===== config.mk =====
export PLATFORM = sky130hd
export DESIGN_NAME = wide_sum_serializer
export DESIGN_NICKNAME = d
export VERILOG_FILES = /design/src/rtl/wide_ser_pkg.sv /design/src/rtl/wide_reduce.sv /design/src/rtl/wide_sum_serializer.sv
export SDC_FILE = /design/constraint.sdc
export NUM_CORES = 1
export LEC_CHECK = 0
export ABC_AREA = 1
export CORE_ASPECT_RATIO = 2
export CORE_UTILIZATION = 42
export DETAILED_ROUTE_END_ITERATION = 6
export GPL_ROUTABILITY_DRIVEN = 0
export PLACE_DENSITY = 0.69
export SYNTH_ARGS = -nofsm -noshare
export SYNTH_HDL_FRONTEND = slang
export SYNTH_SLANG_ARGS = --single-unit

===== constraint.sdc =====
create_clock -name clk -period 2.1 [get_ports clk]
set_clock_uncertainty 0.1 [all_clocks]
set_input_delay 0.21 -clock clk [delete_from_list [all_inputs] [get_ports clk]]
set_output_delay 0.21 -clock clk [all_outputs]
set_load 0.005 [all_outputs]

===== src/rtl/wide_ser_pkg.sv =====
// Shared types and elaboration-time helpers for the wide sum serializer.
// Optional reduction outputs are enabled by defining WIDE_SER_REDUCE_EN.
package wide_ser_pkg;

   typedef enum logic {
      IDLE = 1'b0,
      SEND = 1'b1
   } state_t;

   // Ceiling log2, never below 1 so a single-beat configuration still has an index bit.
   function automatic int unsigned clog2_min1(input int unsigned n);
      int unsigned r;
      r = 0;
      while ((64'd1 << r) < 64'(n)) r++;
      return (r == 0) ? 1 : r;
   endfunction

   // Number of CHUNK-wide beats needed to carry WIDTH bits.
   function automatic int unsigned nchunk_calc(input int unsigned width, input int unsigned chunk);
      return (width + chunk - 1) / chunk;
   endfunction

endpackage


===== src/rtl/wide_reduce.sv =====
// Combinational AND/OR reduction over the raw sum bits (no padding).
// Only instantiated when WIDE_SER_REDUCE_EN is defined.
module wide_reduce #(
   parameter int unsigned WIDTH = 100
)(
   input  logic [WIDTH-1:0] i_data,
   output logic             o_all,
   output logic             o_any
);

   assign o_all = &i_data;
   assign o_any = |i_data;

endmodule


===== src/rtl/wide_sum_serializer.sv =====
// Captures a WIDTH-bit sum and streams it out LSB chunk first as CHUNK-bit beats.
// Define WIDE_SER_REDUCE_EN to add the per-sum out_all_ones / out_any_one flags.
module wide_sum_serializer
   import wide_ser_pkg::*;
#(
   parameter  int unsigned WIDTH  = 100,
   parameter  int unsigned CHUNK  = 16,
   localparam int unsigned NCHUNK = nchunk_calc(WIDTH, CHUNK),
   localparam int unsigned IDXW   = clog2_min1(NCHUNK)
)(
   input  logic             clk,
   input  logic             rst_n,
   input  logic             in_valid,
   output logic             in_ready,
   input  logic [WIDTH-1:0] in_data,
   output logic             out_valid,
   input  logic             out_ready,
   output logic [CHUNK-1:0] out_data,
   output logic [IDXW-1:0]  out_idx,
   output logic             out_last
`ifdef WIDE_SER_REDUCE_EN
   ,
   output logic             out_all_ones,
   output logic             out_any_one
`endif
);

   localparam int unsigned     SHW      = NCHUNK * CHUNK;
   localparam logic [IDXW-1:0] LAST_IDX = IDXW'(NCHUNK - 1);

   state_t           r_state;
   state_t           w_state_nxt;
   logic [SHW-1:0]   r_shadow;
   logic [IDXW-1:0]  r_idx;
   logic [IDXW-1:0]  w_idx_nxt;
   logic             w_send;
   logic             w_last;
   logic             w_in_ready;
   logic             w_load;
   logic [CHUNK-1:0] w_chunk;

   assign w_send     = (r_state == SEND);
   assign w_last     = w_send && (r_idx == LAST_IDX);
   // A new sum is taken while idle, or in the same cycle the final beat leaves.
   assign w_in_ready = !w_send || (w_last && out_ready);
   assign w_load     = in_valid && w_in_ready;

   // Next-state and beat-index sequencing.
   always_comb begin
      w_state_nxt = r_state;
      w_idx_nxt   = r_idx;
      unique case (r_state)
         IDLE: begin
            if (w_load) begin
               w_state_nxt = SEND;
               w_idx_nxt   = '0;
            end
         end
         SEND: begin
            if (out_ready) begin
               if (w_last) begin
                  w_idx_nxt   = '0;
                  w_state_nxt = w_load ? SEND : IDLE;
               end else begin
                  w_idx_nxt = r_idx + IDXW'(1);
               end
            end
         end
         default: begin
            w_state_nxt = IDLE;
            w_idx_nxt   = '0;
         end
      endcase
   end

   // State and beat index registers.
   always_ff @(posedge clk or negedge rst_n) begin
      if (!rst_n) begin
         r_state <= IDLE;
         r_idx   <= '0;
      end else begin
         r_state <= w_state_nxt;
         r_idx   <= w_idx_nxt;
      end
   end

   // Shadow copy of the sum, zero-extended so the last beat's padding reads as 0.
   always_ff @(posedge clk or negedge rst_n) begin
      if (!rst_n) begin
         r_shadow <= '0;
      end else if (w_load) begin
         r_shadow <= SHW'(in_data);
      end
   end

   // Select the chunk addressed by the current beat index.
   always_comb begin
      w_chunk = '0;
      for (int unsigned k = 0; k < NCHUNK; k++) begin
         if (r_idx == IDXW'(k)) begin
            w_chunk = r_shadow[k*CHUNK +: CHUNK];
         end
      end
   end

   assign in_ready  = w_in_ready;
   assign out_valid = w_send;
   assign out_data  = w_send ? w_chunk : '0;
   assign out_idx   = r_idx;
   assign out_last  = w_last;

`ifdef WIDE_SER_REDUCE_EN
   logic w_all;
   logic w_any;
   logic r_all_ones;
   logic r_any_one;

   wide_reduce #(
      .WIDTH (WIDTH)
   ) u_reduce (
      .i_data (in_data),
      .o_all  (w_all),
      .o_any  (w_any)
   );

   // Flags follow the sum being sent and clear when the serializer goes idle.
   always_ff @(posedge clk or negedge rst_n) begin
      if (!rst_n) begin
         r_all_ones <= 1'b0;
         r_any_one  <= 1'b0;
      end else if (w_load) begin
         r_all_ones <= w_all;
         r_any_one  <= w_any;
      end else if (w_state_nxt == IDLE) begin
         r_all_ones <= 1'b0;
         r_any_one  <= 1'b0;
      end
   end

   assign out_all_ones = r_all_ones;
   assign out_any_one  = r_any_one;
`endif

endmodule


==> Yosys cells after proc, flatten, opt, wreduce, memory -nomap -nowiden <==
Cells that the tools add are included.
{ "op_classes": {"addsub": 1, "eq_ne": 8, "n_mux": 16, "n_bitwise": 1, "reduce_logical": 7} }
{ "op_table": {"columns": ["operator", "n"], "rows": [
  ["two-way mux 16 bit", 8],
  ["equality test 3 bit (second input constant)", 3],
  ["two-way mux 3 bit", 3],
  ["equality test 3 x 2 -> 1 bit (second input constant)", 2],
  ["one-hot mux 3 bit (2 select lines)", 1],
  ["!= test 2 bit (second input constant)", 2],
  ["adder 3 x 1 -> 3 bit (second input constant)", 1],
  ["equality test 3 x 1 -> 1 bit (second input constant)", 1],
  ["logical AND 1 bit", 3],
  ["zero test 3 bit", 1],
  ["two-way mux 1 bit", 3],
  ["one-hot mux 1 bit (2 select lines)", 1],
  ["AND reduction 2 bit", 1],
  ["zero test 1 bit", 1],
  ["logical OR 1 bit", 1],
  ["inverter 1 bit", 1]
]} }
{ "word_totals": {"ff_bits": 104, "input_bits": 104, "out_inout_bits": 22, "wordCells": 36} }

==> Logic depth before layout (Yosys ltp) <==
Gate-level depths: netlist of the first run.
{ "depth": {"word_depth": 9, "depth_mapped": 11, "mapped_depth_nobuf": 10} }

==> Worst setup path after synthesis of the first run <==
OpenSTA, ideal clock, no wires.
{ "synth_timing": {"kind": "register -> output", "start": "register r_idx[2], in the netlist out_idx[2]", "end": "output out_data[10]", "t_arrival_ps": 1830, "required_time_ps": 1790, "setup_slack_ps": -40, "path_stages_with_launch": 12, "path_buffers": 3, "path_cell_list": "dfrtp_1 -> inv_1 -> buf_2 -> buf_2 -> ha_1 -> clkinv_1 -> clkbuf_1 -> nand2_1 -> inv_1 -> nand2_1 -> nand2_1 -> a21oi_1"} }
{ "synth_between": {"elab_chain_cells": 9, "elab_cells_between_ends": 15, "classes_between": "eq/ne: 6; mux: 8; reduce/logical: 1"} }
{ "synth_lines": {"columns": ["item", "line", "text"], "rows": [
  ["from (decl)", "wide_sum_serializer.sv:34", "logic [IDXW-1:0] r_idx;"],
  ["from (signal assigned)", "wide_sum_serializer.sv:83", "r_idx <= w_idx_nxt;"],
  ["zero test 3 bit", "wide_sum_serializer.sv:100", "if (r_idx == IDXW'(k)) begin"],
  ["two-way mux 16 bit (6 in a row)", "wide_sum_serializer.sv:100", null],
  ["two-way mux 16 bit *", "wide_sum_serializer.sv:100", null],
  ["two-way mux 16 bit *", "wide_sum_serializer.sv:108", "assign out_data = w_send ? w_chunk : '0;"],
  ["to (decl)", "wide_sum_serializer.sv:18", "output logic [CHUNK-1:0] out_data,"]
]} }
Mark *: on every way between the ends. The rest lies on a longest branch, timed or not.

==> Worst setup path in the final report of the first run <==
{ "layout_timing": {"start": "register r_idx[1], in the netlist out_idx[1]", "end": "output out_data[6]"} }
The elaborated chain is that of the path after synthesis.

==> results.json, run 1 <==
{
  "synth_most_common_cell": "nand2_1",
  "period_share_pct": 115,
  "core_area_mm2": 0.0130,
  "max_freq_mhz": 415,
  "ys_top_cells_by_area": "dfrtp_1 (47%), mux2_4 (24%), nand2_1 (8.8%)",
  "htree_levels": 3,
  "cts_buffer_depth": 2,
  "combPwrFrac_pct": 51.7,
  "grt_usage_pct": 21.3,
  "synth_top_area_share_pct": 46.7,
  "cts-root-buf": "clkbuf_16",
  "min_period_ns": 2.41,
  "worst_slew_pin_slew_ns": 0.546,
  "fin_util_pct": 61.2,
  "drt_first_pass_iters": 4,
  "dieArea_mm2": 0.0138,
  "synth_top_family_by_area": "multiplexers",
  "drv_slew": 0,
  "p_seq_share_pct": 31.4,
  "die_h_um": 165,
  "switching_power_mw": 3.98,
  "numCtsBuffers": 9,
  "violations": "setup timing",
  "ant_nets": 0,
  "ir_drop_v": 0.000838,
  "placed_area_mm2": 0.00720,
  "final-hold-violation-count": 0,
  "drt_iter0_markers": 304,
  "internal_power_mw": 7.53,
  "setup_viol": 83,
  "drc": 0,
  "ys_seq_area_share_pct": 46.7,
  "grt_antenna_before_repair": 0,
  "dp_hpwl_um": 10000,
  "clkSinkCount": 104,
  "fin_tns_setup_ns": -4.15,
  "rows": 59,
  "p_leak_nw": 4.10,
  "critical_path_class": "flip-flop to output port",
  "fin_ws_ns": -0.309,
  "fin_nets": 810,
  "synth_xor_area_share_pct": 0,
  "num_vias": 4349,
  "status": "finished with violations",
  "worstPathArrival_ns": 2.10,
  "final_area_mm2": 0.00795,
  "port-buffer-count": 125,
  "synth_cell_types": 18,
  "syn_area_per_cell_um2": 10.3,
  "ys.flop_type": "dfrtp_1",
  "rsz0062_at_grt": "yes",
  "drv_cap": 0,
  "totalWireLength_um": 14700,
  "async_reset_ff_share_pct": 100,
  "start_kind": "flip-flop",
  "grt_pass1_wl_um": 22600,
  "num_antenna_cells": 0,
  "grt_overflow_total": 0,
  "vias_per_cell": 5.08,
  "wl_per_cell_um": 17.2,
  "synth_commonest_cells": "nand2_1 (131), dfrtp_1 (104), mux2_4 (88)",
  "start_util_pct": 42.9,
  "swShare_pct": 34.6,
  "worstSkewPairLatency_ns": 0.34,
  "path_clk_slew_ns": 0.07,
  "layout-drive-gt1-share_pct": 35.8,
  "pin_count": 126,
  "synthSimpleGateAreaFrac_pct": 15.3,
  "syn-num-nets": 651,
  "maxSlewHeadroom_pct": 63.6,
  "yosys_warnings": 0,
  "synth_edf_count": 0,
  "hp-class": "input port to asynchronous set/reset pin",
  "crit_path_max_fanout": 5,
  "die_w_um": 83.5,
  "required_ns": 1.79,
  "pre_cts_slack_ns": -0.340,
  "synth_compound_area_share_pct": 3.95,
  "clkPwrFrac_pct": 16.9,
  "grt_max_degree": 51,
  "synthMuxAreaShare_pct": 25.9,
  "cts_tree": "yes",
  "power_mw": 11.5,
  "syn_area_mm2": 0.00558,
  "power.density_mw_per_mm2": 1450,
  "synth_fa_ha_area_share_pct": 1.12,
  "area_growth_pct": 42.6,
  "yosysTopAreaCell": "dfrtp_1",
  "grt_pass1_vias": 4436,
  "ys_seq_elements": 104,
  "crit_path_end_kind": "output port",
  "synthCells": 542,
  "reg2reg_slack_ns": -0.04
}
metal layers:
layer,up-vias,GRT usage [%],share of wire [%]
li1,2057,-,-
met1,2112,24.7,39
met2,134,37.0,52
met3,46,3.00,3.2
met4,0,13.0,5.2
met5,-,0,0
worst max-delay path, stage by stage (launching register included):
cell     delay, ns
dfrtp_2       0.44
inv_4         0.10
ha_4          0.14
inv_2         0.04
nor2_4        0.12
buf_6         0.13
buf_8         0.13
buf_4         0.10
nand2_1       0.04
nand2_1       0.06
nand3_1       0.06
nand2_1       0.06
nand2_1       0.06
a21oi_2       0.12
buf_2         0.13
final timing paths:
check / startpoint / endpoint / cells after the start
min: rst_n / r_shadow[34] / 2
min in group clk: in_data[75] / r_shadow[75] / 2
max in group asynchronous: rst_n / r_shadow[8] / 3
min reg2reg: r_shadow[24] / r_shadow[24] / 1
max: out_idx[1] / out_data[6] / 14
max reg2reg: out_idx[0] / r_shadow[88] / 8
metrics by stage:
| step | hold slack [ns] | std cells |
|---|---|---|
| 2_1_floorplan | -0.186 | 542 |
| 3_3_place_gp | 0.120 | 823 |
| 3_5_place_dp | 0.127 | 823 |
| 4_1_cts | 0.301 | 851 |
| 5_1_grt | 0.330 | 856 |
| 6_report | 0.280 | 856 |
flip-flops by register name (all words and copies together) (netlist names):
register,count
out_idx,3
out_valid,1
r_shadow,100
power groups by stage:
stage	combinational (mW)	sequential (mW)	clock (mW)
2_1_floorplan	3.30	3.40	0
4_1_cts	5.64	3.57	1.97
3_3_place_gp	5.22	3.56	0
5_1_grt	6.47	3.70	2.06
3_5_place_dp	5.31	3.57	0
6_report	5.95	3.62	1.94
kinds of logic (layout without fill, tap and decap cells):
| family | after synthesis | after routing |
|---|---|---|
| AOI/OAI and AO/OA | 43 | 43 |
| adders and majority gates | 5 | 5 |
| buffers and inverters | 82 | 244 |
| DFF | 104 | 104 |
| muxes | 99 | 99 |
| and+or+nand+nor | 209 | 209 |
layout by cell type, fill, tap and decap left out, types with 2 or more instances in the layout:
master / instances
a21oi_2: 16
buf_12: 10
buf_2: 16
buf_4: 30
buf_6: 6
bufinv_16: 3
clkbuf_16: 11
clkbuf_8: 2
clkdlybuf4s50_1: 107
dfrtp_1: 103
ha_1: 2
ha_4: 2
inv_1: 49
inv_2: 3
mux2_2: 11
mux2_4: 88
nand2_1: 105
nand2_2: 23
nand2_4: 2
nand3_1: 25
nand3_2: 7
nor2_1: 33
o21ai_0: 24
or2_2: 11
layout make-up:
cell class / count / area [µm²]
multi-input combinational: 356 / 2820
clock buffer: 11 / 253
tap: 152 / 190
inverter: 54 / 206
sequential: 104 / 2600
timing repair buffer: 176 / 1790
fill: 1041 / 5040
clock inverter: 3 / 90.1
timing repair:
action | 4_1_cts | 5_1_grt
hold endpoints to repair | 38 | 0
resized for setup | 103 | 38
hold buffers | 1 | 0
setup endpoints to repair | 109 | 95
pin swaps | 20 | 27
buffers inserted | 11 | 2
cloned | 2 | 3
Note: power is estimated with default switching activity, not from simulation.
==> inputs of run 2 (changes only) <==
--- a/config.mk
+++ b/config.mk
@@ -11,6 +11,7 @@
 export DETAILED_ROUTE_END_ITERATION = 6
 export GPL_ROUTABILITY_DRIVEN = 0
 export PLACE_DENSITY = 0.69
+export SLEW_MARGIN = 10
 export SYNTH_ARGS = -nofsm -noshare
 export SYNTH_HDL_FRONTEND = slang
 export SYNTH_SLANG_ARGS = --single-unit
==> results of run 2 <==
No change in the layout: final DEF, timing and power equal those of run 1.
